--- src/rtl/lcd_pkg.sv ---
// Shared state encoding, LCD command constants and helpers for the LCD write-bus logic.
package lcd_pkg;

  typedef enum logic [2:0] {
    S_IDLE   = 3'd0,
    S_SETUP  = 3'd1,
    S_STROBE = 3'd2,
    S_HOLD   = 3'd3,
    S_EXEC   = 3'd4
  } lcd_state_e;

  localparam logic [7:0] LCD_CMD_CLEAR = 8'h01;
  localparam logic [7:0] LCD_CMD_HOME  = 8'h02;

  // Clear and return-home (0x02, and 0x03 which the controller also decodes as home)
  function automatic logic is_long_cmd(input logic rs, input logic [7:0] db);
    return !rs && ((db == LCD_CMD_CLEAR) || (db[7:1] == LCD_CMD_HOME[7:1]));
  endfunction

  function automatic int max_int(input int a, input int b);
    return (a > b) ? a : b;
  endfunction

endpackage

--- src/rtl/lcd_cycle_timer.sv ---
// Loadable down-counter; done flags the last cycle of a loaded interval (count of 1).
module lcd_cycle_timer #(
  parameter int W = 8
) (
  input  logic         mclk,
  input  logic         rst,
  input  logic         load,
  input  logic [W-1:0] load_val,
  output logic         done
);

  logic [W-1:0] cnt;

  always_ff @(posedge mclk or negedge rst) begin
    if (!rst)              cnt <= '0;
    else if (load)         cnt <= load_val;
    else if (cnt != '0)    cnt <= cnt - W'(1);
  end

  assign done = (cnt == W'(1));

endmodule

--- src/rtl/lcd_bus_arbiter.sv ---
// Two-requester arbiter for an HD44780-style 8-bit write bus; sequences one
// byte per grant (setup, E strobe, hold, execution wait) and acks the requester.
//
//   state    | meaning
//   ---------+--------------------------------------------------------
//   S_IDLE   | bus parked on last RS/DB, waiting for a request
//   S_SETUP  | RS/DB driven for the granted byte, E low
//   S_STROBE | E high
//   S_HOLD   | E low again, RS/DB held
//   S_EXEC   | controller execution wait; ack on the last cycle
module lcd_bus_arbiter
  import lcd_pkg::*;
#(
  parameter int SETUP_CYC     = 2,
  parameter int E_HIGH_CYC    = 5,
  parameter int HOLD_CYC      = 2,
  parameter int EXEC_CYC      = 10000,
  parameter int LONG_EXEC_CYC = 400000
) (
  input  logic       mclk,
  input  logic       rst,
  input  logic [1:0] req,
  input  logic       rs0,
  input  logic       rs1,
  input  logic [7:0] db0,
  input  logic [7:0] db1,
  output logic [1:0] ack,
  output logic       busy,
  output logic       E,
  output logic       RS,
  output logic       RW,
  output logic [7:0] DB
);

  localparam int MAX_CYC = max_int(max_int(max_int(SETUP_CYC, E_HIGH_CYC),
                                           max_int(HOLD_CYC, EXEC_CYC)), LONG_EXEC_CYC);
  localparam int TW = $clog2(MAX_CYC) + 1;

  lcd_state_e    state, state_nxt;
  logic          grant;
  logic          pick;
  logic          t_load;
  logic [TW-1:0] t_val;
  logic          t_done;

  // grant holds the last winner, so on a tie the other requester goes next
  assign pick = (req == 2'b11) ? ~grant : req[1];

  lcd_cycle_timer #(.W(TW)) u_timer (
    .mclk     (mclk),
    .rst      (rst),
    .load     (t_load),
    .load_val (t_val),
    .done     (t_done)
  );

  always_ff @(posedge mclk or negedge rst) begin
    if (!rst) state <= S_IDLE;
    else      state <= state_nxt;
  end

  always_comb begin
    state_nxt = state;
    t_load    = 1'b0;
    t_val     = '0;
    case (state)
      S_IDLE: if (|req) begin
        state_nxt = S_SETUP;
        t_load    = 1'b1;
        t_val     = TW'(SETUP_CYC);
      end
      S_SETUP: if (t_done) begin
        state_nxt = S_STROBE;
        t_load    = 1'b1;
        t_val     = TW'(E_HIGH_CYC);
      end
      S_STROBE: if (t_done) begin
        state_nxt = S_HOLD;
        t_load    = 1'b1;
        t_val     = TW'(HOLD_CYC);
      end
      S_HOLD: if (t_done) begin
        state_nxt = S_EXEC;
        t_load    = 1'b1;
        t_val     = is_long_cmd(RS, DB) ? TW'(LONG_EXEC_CYC) : TW'(EXEC_CYC);
      end
      S_EXEC: if (t_done) state_nxt = S_IDLE;
      default: state_nxt = S_IDLE;
    endcase
  end

  // Byte is captured at grant; later changes on the request side are ignored
  always_ff @(posedge mclk or negedge rst) begin
    if (!rst) begin
      grant <= 1'b1;
      RS    <= 1'b0;
      DB    <= 8'h00;
    end else if (state == S_IDLE && |req) begin
      grant <= pick;
      RS    <= pick ? rs1 : rs0;
      DB    <= pick ? db1 : db0;
    end
  end

  assign E    = (state == S_STROBE);
  assign busy = (state != S_IDLE);
  assign ack  = (state == S_EXEC && t_done) ? {grant, ~grant} : 2'b00;
  assign RW   = 1'b0;

endmodule
--- config.mk ---
export PLATFORM = sky130hd
export DESIGN_NAME = lcd_bus_arbiter
export DESIGN_NICKNAME = d
export VERILOG_FILES = /design/src/rtl/lcd_pkg.sv /design/src/rtl/lcd_cycle_timer.sv /design/src/rtl/lcd_bus_arbiter.sv
export SDC_FILE = /design/constraint.sdc
export NUM_CORES = 1
export LEC_CHECK = 0
export BUFFER_PORTS_ARGS = -buffer_cell sky130_fd_sc_hd__buf_4
export CORE_UTILIZATION = 31
export CTS_CLUSTER_SIZE = 14
export DETAILED_ROUTE_END_ITERATION = 16
export GPL_TIMING_DRIVEN = 0
export PLACE_DENSITY = 0.53
export SKIP_LAST_GASP = 1
export SLEW_MARGIN = 20
export SYNTH_ARGS = -nofsm -noshare
export SYNTH_HDL_FRONTEND = slang
export SYNTH_SLANG_ARGS = --single-unit
--- constraint.sdc ---
create_clock -name mclk -period 2.98 [get_ports mclk]
set_input_delay 0.596 -clock mclk [delete_from_list [all_inputs] [get_ports mclk]]
set_output_delay 0.596 -clock mclk [all_outputs]
set_load 0.01 [all_outputs]
==> run_results.csv, run 1 <==
group,metric,value,unit
clock_tree,ctsLongestPathBuffers,2,
synthesis,ys_types,46,
layout,diodes,0,
placement,io_buffers,34,
sta,min_period,2.83,ns
synthesis,synthArstFlopShare,100,%
worst_setup_path,cpMaxStageDelayCell,"or4_4",
worst_setup_path,endpoint,"ack[1]",
placement,routabilityCongestion,0.797,
layout,final_cells,331,
layout,nets,279,
worst_setup_path,path_class,"flip-flop to output pin",
synthesis,ys_ff_latch,33,
grt,grt_pass1_vias,1663,
sta,grt_setup_unrepaired,"no",
grt,grt_max_degree,34,
layout,drive_gt1_share,23.4,%
sta,slew_viol_final,0,
placement,hpwlAfterDp,3400,um
die,core,0.00599,sq mm
min_path,min_path_type,"input pin to async pin",
sta,fmax,0.353,GHz
routing,vias,1698,
worst_setup_path,critPathRequiredTime,2.38,ns
synthesis,synth_top_flop_cell,"dfrtp_1",
clock_tree,insertion_delay,0.29,ns
worst_setup_path,worstRegToRegCells,9,
synthesis,yosys-top-cells-area,"dfrtp_1 41%, a21oi_1 5.9%, nor2_1 5.8%, mux2i_1 5.7%, nor4_1 3.9%",
sta,finalHoldViolations,0,
layout,utilization,40.2,%
clock_tree,clock-sinks,33,
synthesis,yosysTopAreaCellShare,41.3,%
pwr,power_switching,0.000997,W
pwr,power.leakage,1.06,nW
clock_tree,cts-htree-levels,2,
worst_setup_path,critPathMaxStageDelay,0.53,ns
run_status,outcome,"finished clean",
grt,grt_overflow_total,0,
sta,finalClockSkew,0.00614,ns
layout,syn_to_final_growth,24.3,%
clock_tree,root_buffer,"clkbuf_8",
synthesis,synth_area_leader_cell,"dfrtp_1",
routing,drc,0,
placement,dp.cells,323,
pwr,intPower,0.00133,W
routing,routed_wl,4750,um
die,start_util,32.3,%
routing,wl_per_cell,14.3,um
sta,setup_tns,0,ns
sta,setup_viol,0,
die,fp.dieArea,0.00657,sq mm
worst_setup_path,cp-end-kind,"output pin",
grt,grt_usage,16.5,%
pwr,power_density,968,mW/mm^2
pwr,vdd_drop_max,361,uV
pwr,seqPwrFrac,35.6,%
die,ios,36,
synthesis,synth-edff-count,0,
die,dieHeight,81.0,um
synthesis,avgSynthCellArea,9.05,sq um
routing,first_pass_iters,4,
worst_setup_path,cp-startpoint,"u_timer.cnt[6]",
worst_setup_path,cp_cell_sequence,"or4_4 > buf_6 > nor4b_4 > nand3_2 > nor3_1 > buf_4",
grt,antenna_found_initial,0,
sta,tightest_slew,0.865,ns
die,die-width,81.0,um
sta,period_share,94.9,%
worst_setup_path,reg2reg_from,"u_timer.cnt[0]",
clock_tree,cts_tree,"built",
routing,antenna_left,0,
pwr,pwr-share-comb,48.9,%
grt,grt_pass1_wl,8220,um
worst_setup_path,cp.arrival,2.23,ns
worst_setup_path,r2r_end,"u_timer.cnt[2]",
sta,relSlewSlack,41.9,%
pwr,switching_share,42.8,%
synthesis,syn_nets,238,
worst_setup_path,critPathMaxFanout,8,
pwr,pwr-share-clk,15.5,%
clock_tree,path_clk_slew,0.07,ns
synthesis,yosysSeqAreaShare,42.7,%
routing,drt_first_iter_violations,82,
worst_setup_path,worst_setup_path_start_kind,"flip-flop",
worst_setup_path,reg2reg_slack,0.24,ns
synthesis,ys.warnings.count,0,
clock_tree,numCtsBuffers,5,
routing,vias_per_cell,5.13,
die,num_rows,28,
synthesis,synth_area,0.00194,sq mm
synthesis,syn_inst,214,
job,maxCapViolCount,0,
==> layout by cell type (no fill, tap or decap), types with 3 or more instances in the layout <==
cell       n
nand4_1    3
nand2_1    7
buf_4     36
dfrtp_1   32
inv_1      9
nor3_1    11
clkbuf_8   6
nor4_1    12
nand3_1    3
or3_1      7
xor2_1     5
xnor2_1    6
a21oi_1   23
clkbuf_1   6
or4_4      4
o21ai_0    8
nor2_1    30
mux2i_1   11
==> synth_stat cells, types with 3 or more instances <==
cell type	instances
a21oi_1	23
clkbuf_1	7
dfrtp_1	32
inv_1	9
mux2i_1	11
nand2_1	7
nand3_1	4
nand4_1	3
nor2_1	30
nor3_1	11
nor4_1	12
o21ai_0	8
or3_1	7
xnor2_1	6
xor2_1	5
==> critical path: cells and delay by family, from the launching register on <==
| kind | cells | cell delay, ns |
|---|---|---|
| buffers and inverters | 2 | 0.30 |
| and+or+nand+nor | 4 | 1.22 |
| DFF | 1 | 0.43 |
==> logic make-up (layout without fill, tap and decap cells) <==
family          after synthesis  count (layout)  synth area share, %
mux                          11              11                 5.68
other cells                   1               1                0.194
simple gates                 89              89                 26.0
fa+ha+maj                     2               2                 1.29
xor+xnor                     11              11                 4.97
buf+inv                      21              63                 5.17
flops                        33              33                 42.7
compound gates               46              46                 14.0
==> repair_timing <==
item,4_1_cts,5_1_grt
hold buffers,0,0
buffers inserted,1,0
pin swaps,1,0
resized for setup,1,3
setup endpoints to repair,2,2
==> per-stage QoR <==
step	total power (W)	instance area, sq um	worst slack [ns]	hold WS (ns)
2_1_floorplan	0.00156	1940	0.395	0.300
3_3_place_gp	0.00190	2290	0.0225	0.513
3_5_place_dp	0.00191	2290	0.0636	0.536
4_1_cts	0.00233	2400	0.0187	0.254
5_1_grt	0.00253	2410	0.0172	0.271
6_report	0.00233	2410	0.151	0.244
==> how the worst min path moves through the flow <==
stage                   from         endpoint  slack, ns  cells after the start
floorplan                rst            DB[0]       0.30                      0
global placement       grant            grant       0.51                      2
detailed placement  state[1]   u_timer.cnt[0]       0.54                      1
CTS                      rst   u_timer.cnt[3]       0.25                      1
global route             rst   u_timer.cnt[3]       0.27                      1
finish                   rst  u_timer.cnt[16]       0.24                      1
==> power groups by stage <==
stage	sequential, W	clock [W]	combinational (W)
after floorplan	0.000815	0	0.000750
after global placement	0.000829	0	0.00107
after detailed placement	0.000830	0	0.00108
after CTS	0.000827	0.000381	0.00112
after global routing	0.000865	0.000401	0.00127
final	0.000831	0.000361	0.00114
==> state kept, by name, summed over array words and instances (netlist names) <==
name	count
state	3
DB	8
grant	1
u_timer.cnt	20
RS	1
==> metal layers <==
| layer | GRT usage, % | share of wire [%] |
|---|---|---|
| met1 | 24.5 | 49 |
| met2 | 23.2 | 44 |
| met3 | 3.93 | 5.2 |
| met4 | 5.54 | 1.3 |
| met5 | 0 | 0 |
==> cell type report <==
type	instances	area [sq um]
clock buffer	6	82.6
buffer	11	62.6
clock inverter	2	13.8
fill	612	3580
sequential	33	827
tap	75	93.8
timing repair buffer	35	263
inverter	9	33.8
multi-input combinational	160	1030
(Power assumes the default switching activity.)
==> inputs of run 2 (changes only) <==
--- a/config.mk
+++ b/config.mk
@@ -10,9 +10,10 @@
 export CTS_CLUSTER_SIZE = 14
 export DETAILED_ROUTE_END_ITERATION = 16
 export GPL_TIMING_DRIVEN = 0
-export PLACE_DENSITY = 0.53
+export PLACE_DENSITY = 0.52
 export SKIP_LAST_GASP = 1
 export SLEW_MARGIN = 20
 export SYNTH_ARGS = -nofsm -noshare
 export SYNTH_HDL_FRONTEND = slang
+export SYNTH_HIERARCHICAL = 1
 export SYNTH_SLANG_ARGS = --single-unit
==> run 2 against run 1 <==
Compared with the run above:
- design area grew 13%
- routed wire length grew 14%
- area after synthesis grew 10%
- core utilization grew 1.7 points
- count of clock-buffer cells in the layout is the same
- synthesized cell count grew 6.1%
- global-route usage shrank 0.32 points
- critical endpoint unchanged
==> run_results.csv, run 2 <==
group,metric,value,unit
synthesis,synth_area,0.00214,sq mm
synthesis,synth-compound-area-share,20.2,%
worst_setup_path,worst_setup_path_start_kind,"flip-flop",
clock_tree,numCtsBuffers,5,
clock_tree,cts-htree-levels,2,
synthesis,synthArstFlopShare,100,%
die,fp.dieArea,0.00723,sq mm
grt,grt_overflow_total,0,
worst_setup_path,critPathMaxFanout,8,
synthesis,ys.warnings.count,6,
sta,finalClockSkew,0.00484,ns
synthesis,yosysTopAreaCellShare,37.4,%
worst_setup_path,cp.arrival,2.20,ns
pwr,seqPwrFrac,39.9,%
pwr,power_density,784,mW/mm^2
layout,utilization,41.9,%
min_path,min_path_type,"input pin to async pin",
worst_setup_path,critPathMaxStageDelay,0.42,ns
pwr,intPower,0.00134,W
clock_tree,insertion_delay,0.28,ns
pwr,vdd_drop_max,326,uV
sta,setup_tns,0,ns
pwr,pwr-share-clk,19.6,%
synthesis,synth_common_cells,"32 x dfrtp_1, 24 x nand2_1, 18 x nor2_1, 11 x nand4b_1",
die,core,0.00649,sq mm
layout,syn_to_final_growth,27.3,%
synthesis,synth_top_flop_cell,"dfrtp_1",
sta,fmax,0.358,GHz
synthesis,ys_ff_latch,33,
clock_tree,root_buffer,"clkbuf_8",
grt,antenna_found_initial,0,
run_status,outcome,"finished clean",
grt,grt_pass1_vias,1934,
die,num_rows,29,
die,die-width,85.1,um
layout,layout_common_cells,"44 x buf_4, 32 x dfrtp_1, 24 x nand2_1, 18 x nor2_1, 11 x nand4b_1",
sta,slew_viol_final,0,
routing,antenna_left,0,
clock_tree,ctsLongestPathBuffers,2,
synthesis,synth_area_leader_cell,"dfrtp_1",
routing,drc,0,
synthesis,syn_inst,227,
pwr,pwr-share-comb,40.5,%
routing,vias,1919,
die,start_util,32.9,%
grt,grt_max_degree,34,
layout,diodes,0,
pwr,power_switching,0.000798,W
clock_tree,cts_tree,"built",
sta,finalHoldViolations,0,
pwr,switching_share,37.4,%
layout,multi_input_area,0.00125,sq mm
synthesis,yosys.area_share.adder,1.76,%
synthesis,synth_xor_area_share,3.28,%
die,dieHeight,85.1,um
layout,seq_area,827,sq um
routing,vias_per_cell,5.33,
synthesis,yosysMostFrequentCell,"dfrtp_1",
synthesis,avgSynthCellArea,9.42,sq um
layout,layout_commonest_cell,"buf_4",
worst_setup_path,cp_cell_sequence,"nor4_4 > buf_6 > nand4_1 > buf_6 > nor3_4 > buf_4 > nand3_1 > nor2_1 > buf_4",
sta,period_share,93.7,%
layout,top_regs,"u_timer/cnt (20), DB (8), state (3)",
layout,drive_gt1_share,30.0,%
worst_setup_path,cpMaxStageDelayCell,"dfrtp_1",
routing,first_pass_iters,4,
clock_tree,clock-sinks,33,
grt,grt_pass1_wl,9240,um
synthesis,yosys-top-cells-area,"dfrtp_1 37%, o221a_2 4.7%, nand4b_1 4.5%, nand2_1 4.2%, nor2_1 3.2%",
synthesis,yosys.area_share.simple,29.6,%
routing,drt_first_iter_violations,86,
synthesis,synth-edff-count,0,
layout,largest_register_ffs,20,
placement,io_buffers,34,
synthesis,synth.mux.area_fraction,0.936,%
sta,min_period,2.79,ns
routing,wl_per_cell,15.0,um
layout,nets,307,
placement,hpwlAfterDp,3850,um
placement,routabilityCongestion,0.771,
sta,grt_setup_unrepaired,"no",
job,maxCapViolCount,0,
grt,grt_usage,16.2,%
routing,routed_wl,5410,um
worst_setup_path,cp-end-kind,"output pin",
layout,n_fill_cell,651,
layout,top_register,"u_timer/cnt",
worst_setup_path,path_class,"flip-flop to output pin",
die,ios,36,
worst_setup_path,critPathRequiredTime,2.38,ns
synthesis,ys_types,53,
synthesis,yosysSeqAreaShare,38.7,%
pwr,power.leakage,1.13,nW
sta,setup_viol,0,
synthesis,synth_top_family_by_area,"simple AND/OR/NAND/NOR gates",
clock_tree,path_clk_slew,0.07,ns
[run 2: cell types whose count changed after synthesis, moves of 5 or more]
cell	change
a21oi_1	-19
mux2i_1	-9
nand2_1	+17
nand4b_1	+10
nor2_1	-12
nor4_1	-10
o21a_1	+5
o221a_2	+9
o31ai_1	+7
or3_1	-5
[run 2: repair_timing]
item	4_1_cts	5_1_grt
hold buffers	0	0
gates resized for setup	7	7
pin swaps	2	0
setup endpoints to repair	20	19
setup buffers	3	4
hold endpoints to repair	0	0
[run 2: routing by layer]
metal / routed length, um / part of all wire (%) / up-vias / GRT usage (%)
met3: 248 / 4.6 / 11 / 3.50
met5: 0 / 0 / - / 0
met4: 78 / 1.4 / 0 / 4.93
met1: 2590 / 48 / 899 / 20.8
met2: 2490 / 46 / 58 / 27.3
li1: - / - / 951 / -
[run 2: final cells by class]
type | instances | area share (%)
multi-input combinational | 178 | 45.8
sequential | 33 | 30.4
timing repair buffer | 41 | 11.4
tap | 77 | 3.54
buffer | 13 | 3.49
clock buffer | 6 | 2.67
inverter | 10 | 1.38
clock inverter | 2 | 1.29
[run 2: path summary, 6_finish.rpt]
kind | from | end | slack [ns] | depth (start not counted)
max | u_timer/cnt[7] | ack[1] | 0.19 | 9
min | rst | u_timer/cnt[16] | 0.25 | 1
max reg2reg | u_timer/cnt[7] | u_timer/cnt[0] | 0.29 | 13
min reg2reg | u_timer/cnt[10] | u_timer/cnt[10] | 0.55 | 1
max in group asynchronous | rst | grant | 2.39 | 1
min in group mclk | req[0] | grant | 0.50 | 2
[run 2: power groups by stage]
stage                     Sequential [W]  Combinational (W)  Clock [W]
final                           0.000851           0.000864   0.000418
after floorplan                 0.000834           0.000566          0
after CTS                       0.000849           0.000846   0.000438
after global routing            0.000883           0.000963   0.000461
after global placement          0.000851           0.000818          0
after detailed placement        0.000854           0.000821          0
[run 2: through the flow]
step / setup slack, ns / std cells / hold slack (ns) / total power [W] / instance area [sq um]
floorplan: 0.0878 / 234 / 0.300 / 0.00140 / 2170
global placement: -0.791 / 345 / 0.533 / 0.00167 / 2520
detailed placement: -0.768 / 345 / 0.530 / 0.00167 / 2520
CTS: 0.0549 / 356 / 0.266 / 0.00213 / 2670
global route: 0.00834 / 360 / 0.278 / 0.00231 / 2720
finish: 0.189 / 360 / 0.255 / 0.00213 / 2720
[run 2: logic make-up (layout without fill, tap and decap cells)]
family | Yosys count | in the layout
compound gates | 53 | 53
xor+xnor | 8 | 8
flops | 33 | 33
simple gates | 104 | 104
fa+ha+maj | 3 | 3
buf+inv | 23 | 72
other cells | 1 | 8
mux | 2 | 2
[run 2: worst max-delay path, delay by kind of cell, from the launching register on]
kind	cells	cell delay (ns)
buffers and inverters	4	0.62
flip-flops	1	0.42
AND/OR/NAND/NOR	5	0.87
==> inputs of run 3 (changes only) <==
--- a/config.mk
+++ b/config.mk
@@ -11,6 +11,7 @@
 export DETAILED_ROUTE_END_ITERATION = 16
 export GPL_TIMING_DRIVEN = 0
 export PLACE_DENSITY = 0.52
+export RECOVER_POWER = 25
 export SKIP_LAST_GASP = 1
 export SLEW_MARGIN = 20
 export SYNTH_ARGS = -nofsm -noshare
==> run 3 against run 2 <==
Compared with the run above:
- the flow now finishes with violations (max-capacitance violations, max-slew violations)
- setup slack is the same
- largest power group unchanged
- first-iteration DRC count is the same
- sequential cell count is the same
- largest cell class unchanged
==> run_results.csv, run 3 (same netlist as run 2, synthesis figures left out) <==
group,metric,value,unit
routing,vias,1919,
min_path,min_to,"grant",
clock_tree,root_buffer,"clkbuf_8",
die,core,0.00649,sq mm
placement,routabilityCongestion,0.771,
routing,drc,0,
worst_setup_path,critPathRequiredTime,2.38,ns
min_path,min_path_type,"input pin to flip-flop",
sta,slew_viol_final,34,
grt,grt_pass1_wl,9240,um
sta,relSlewSlack,-23.8,%
clock_tree,clock-sinks,33,
run_status,violations,"max-capacitance violations, max-slew violations",
die,die-width,85.1,um
worst_setup_path,r2r_end,"u_timer/cnt[0]",
worst_setup_path,cp.arrival,2.20,ns
sta,hold_ws,0.504,ns
die,fp.dieArea,0.00723,sq mm
job,maxCapViolCount,1,
sta,setup_viol,0,
placement,io_buffers,34,
routing,drt_first_iter_violations,86,
min_path,min_path_cells,2,
routing,first_pass_iters,4,
worst_setup_path,path_class,"flip-flop to output pin",
sta,grt_setup_unrepaired,"no",
grt,grt_overflow_total,0,
sta,finalClockSkew,0.00484,ns
clock_tree,cts_tree,"built",
grt,antenna_found_initial,0,
pwr,power.leakage,1.12,nW
worst_setup_path,cp-end-kind,"output pin",
sta,period_share,93.7,%
layout,seq_area,827,sq um
layout,multi_input_area,0.00125,sq mm
die,num_rows,29,
grt,grt_max_degree,34,
sta,tightest_slew,1.86,ns
clock_tree,ctsLongestPathBuffers,2,
sta,setup_tns,0,ns
worst_setup_path,reg2reg_from,"u_timer/cnt[7]",
layout,diodes,0,
layout,utilization,41.9,%
layout,n_fill_cell,650,
worst_setup_path,worstRegToRegCells,13,
pwr,power_density,785,mW/mm^2
grt,grt_pass1_vias,1934,
grt,grt_usage,16.2,%
clock_tree,path_clk_slew,0.07,ns
die,start_util,32.9,%
run_status,outcome,"finished with violations",
layout,largest_register_ffs,20,
layout,nets,307,
clock_tree,insertion_delay,0.28,ns
worst_setup_path,reg2reg_slack,0.29,ns
die,ios,36,
sta,fmax,0.358,GHz
pwr,vdd_drop_max,326,uV
routing,antenna_left,0,
routing,wl_per_cell,15.0,um
worst_setup_path,critPathMaxFanout,8,
layout,drive_gt1_share,29.7,%
worst_setup_path,worst_setup_path_start_kind,"flip-flop",
layout,top_regs,"u_timer/cnt (20), DB (8), state (3)",
layout,syn_to_final_growth,27.2,%
routing,routed_wl,5410,um
sta,finalHoldViolations,0,
layout,layout_commonest_cell,"buf_4",
die,dieHeight,85.1,um
routing,vias_per_cell,5.33,
min_path,hp-start,"req[0]",
placement,hpwlAfterDp,3850,um
clock_tree,numCtsBuffers,5,
layout,top_register,"u_timer/cnt",
clock_tree,cts-htree-levels,2,
layout,layout_common_cells,"43 x buf_4, 32 x dfrtp_1, 24 x nand2_1, 18 x nor2_1, 11 x nand4b_1",
sta,min_period,2.79,ns
run 3: changes by cell type in the layout (fill, tap and decap cells not counted), sizes merged:
cell    previous run  this run
buf               51        50
clkbuf             9        10
run 3: through the flow:
| step | cell area [sq um] | setup slack, ns | total power [W] | cells |
|---|---|---|---|---|
| 3_3_place_gp | 2520 | -0.791 | 0.00167 | 345 |
| 3_5_place_dp | 2520 | -0.768 | 0.00167 | 345 |
| 2_1_floorplan | 2170 | 0.0878 | 0.00140 | 234 |
| 4_1_cts | 2670 | 0.0549 | 0.00213 | 356 |
| 5_1_grt | 2720 | 0.00834 | 0.00231 | 360 |
| 6_report | 2720 | 0.189 | 0.00213 | 360 |
run 3: worst max-delay path: stages (launching register included):
cell	delay (ns)
dfrtp_1	0.42
nor4_4	0.29
buf_6	0.16
nand4_1	0.15
buf_6	0.18
nor3_4	0.21
buf_4	0.15
nand3_1	0.10
nor2_1	0.12
buf_4	0.13
run 3: layer usage:
metal  vias up  GRT usage [%]  share of wire (%)
li1        951              -                  -
met2        58           27.3                 46
met3        11           3.50                4.6
met1       899           20.8                 48
met4         0           4.93                1.4
met5         -              0                  0
run 3: worst max-delay path by stage:
stage          cells after the start      startpoint        endpoint  slack, ns
2_1_floorplan                     12  u_timer/cnt[8]  u_timer/cnt[9]       0.09
3_3_place_gp                      12  u_timer/cnt[8]  u_timer/cnt[0]      -0.79
3_5_place_dp                      12  u_timer/cnt[8]  u_timer/cnt[0]      -0.77
4_1_cts                           13  u_timer/cnt[7]  u_timer/cnt[0]       0.05
5_1_grt                            9  u_timer/cnt[7]          ack[1]      0.008
6_report                           9  u_timer/cnt[7]          ack[1]       0.19
run 3: what timing repair did:
| action | 4_1_cts | 5_1_grt |
|---|---|---|
| hold buffers | 0 | 0 |
| pin swaps | 2 | 0 |
| resized for setup | 7 | 7 |
| endpoints found under the setup margin | 20 | 19 |
| setup buffers | 3 | 4 |
| cloned | 0 | 0 |
run 3: cell type report:
class | count | area share, %
multi-input combinational | 178 | 45.9
sequential | 33 | 30.4
timing repair buffer | 41 | 11.3
tap | 77 | 3.54
buffer | 13 | 3.50
clock buffer | 6 | 2.67
inverter | 10 | 1.38
clock inverter | 2 | 1.29
run 3: where the power goes:
group / leakage [nW] / switching, W / internal [W] / total (W)
registers: 0.407 / 0.000219 / 0.000632 / 0.000851
logic: 0.661 / 0.000409 / 0.000455 / 0.000864
clock network: 0.0552 / 0.000170 / 0.000248 / 0.000418
total: 1.12 / 0.000798 / 0.00134 / 0.00213
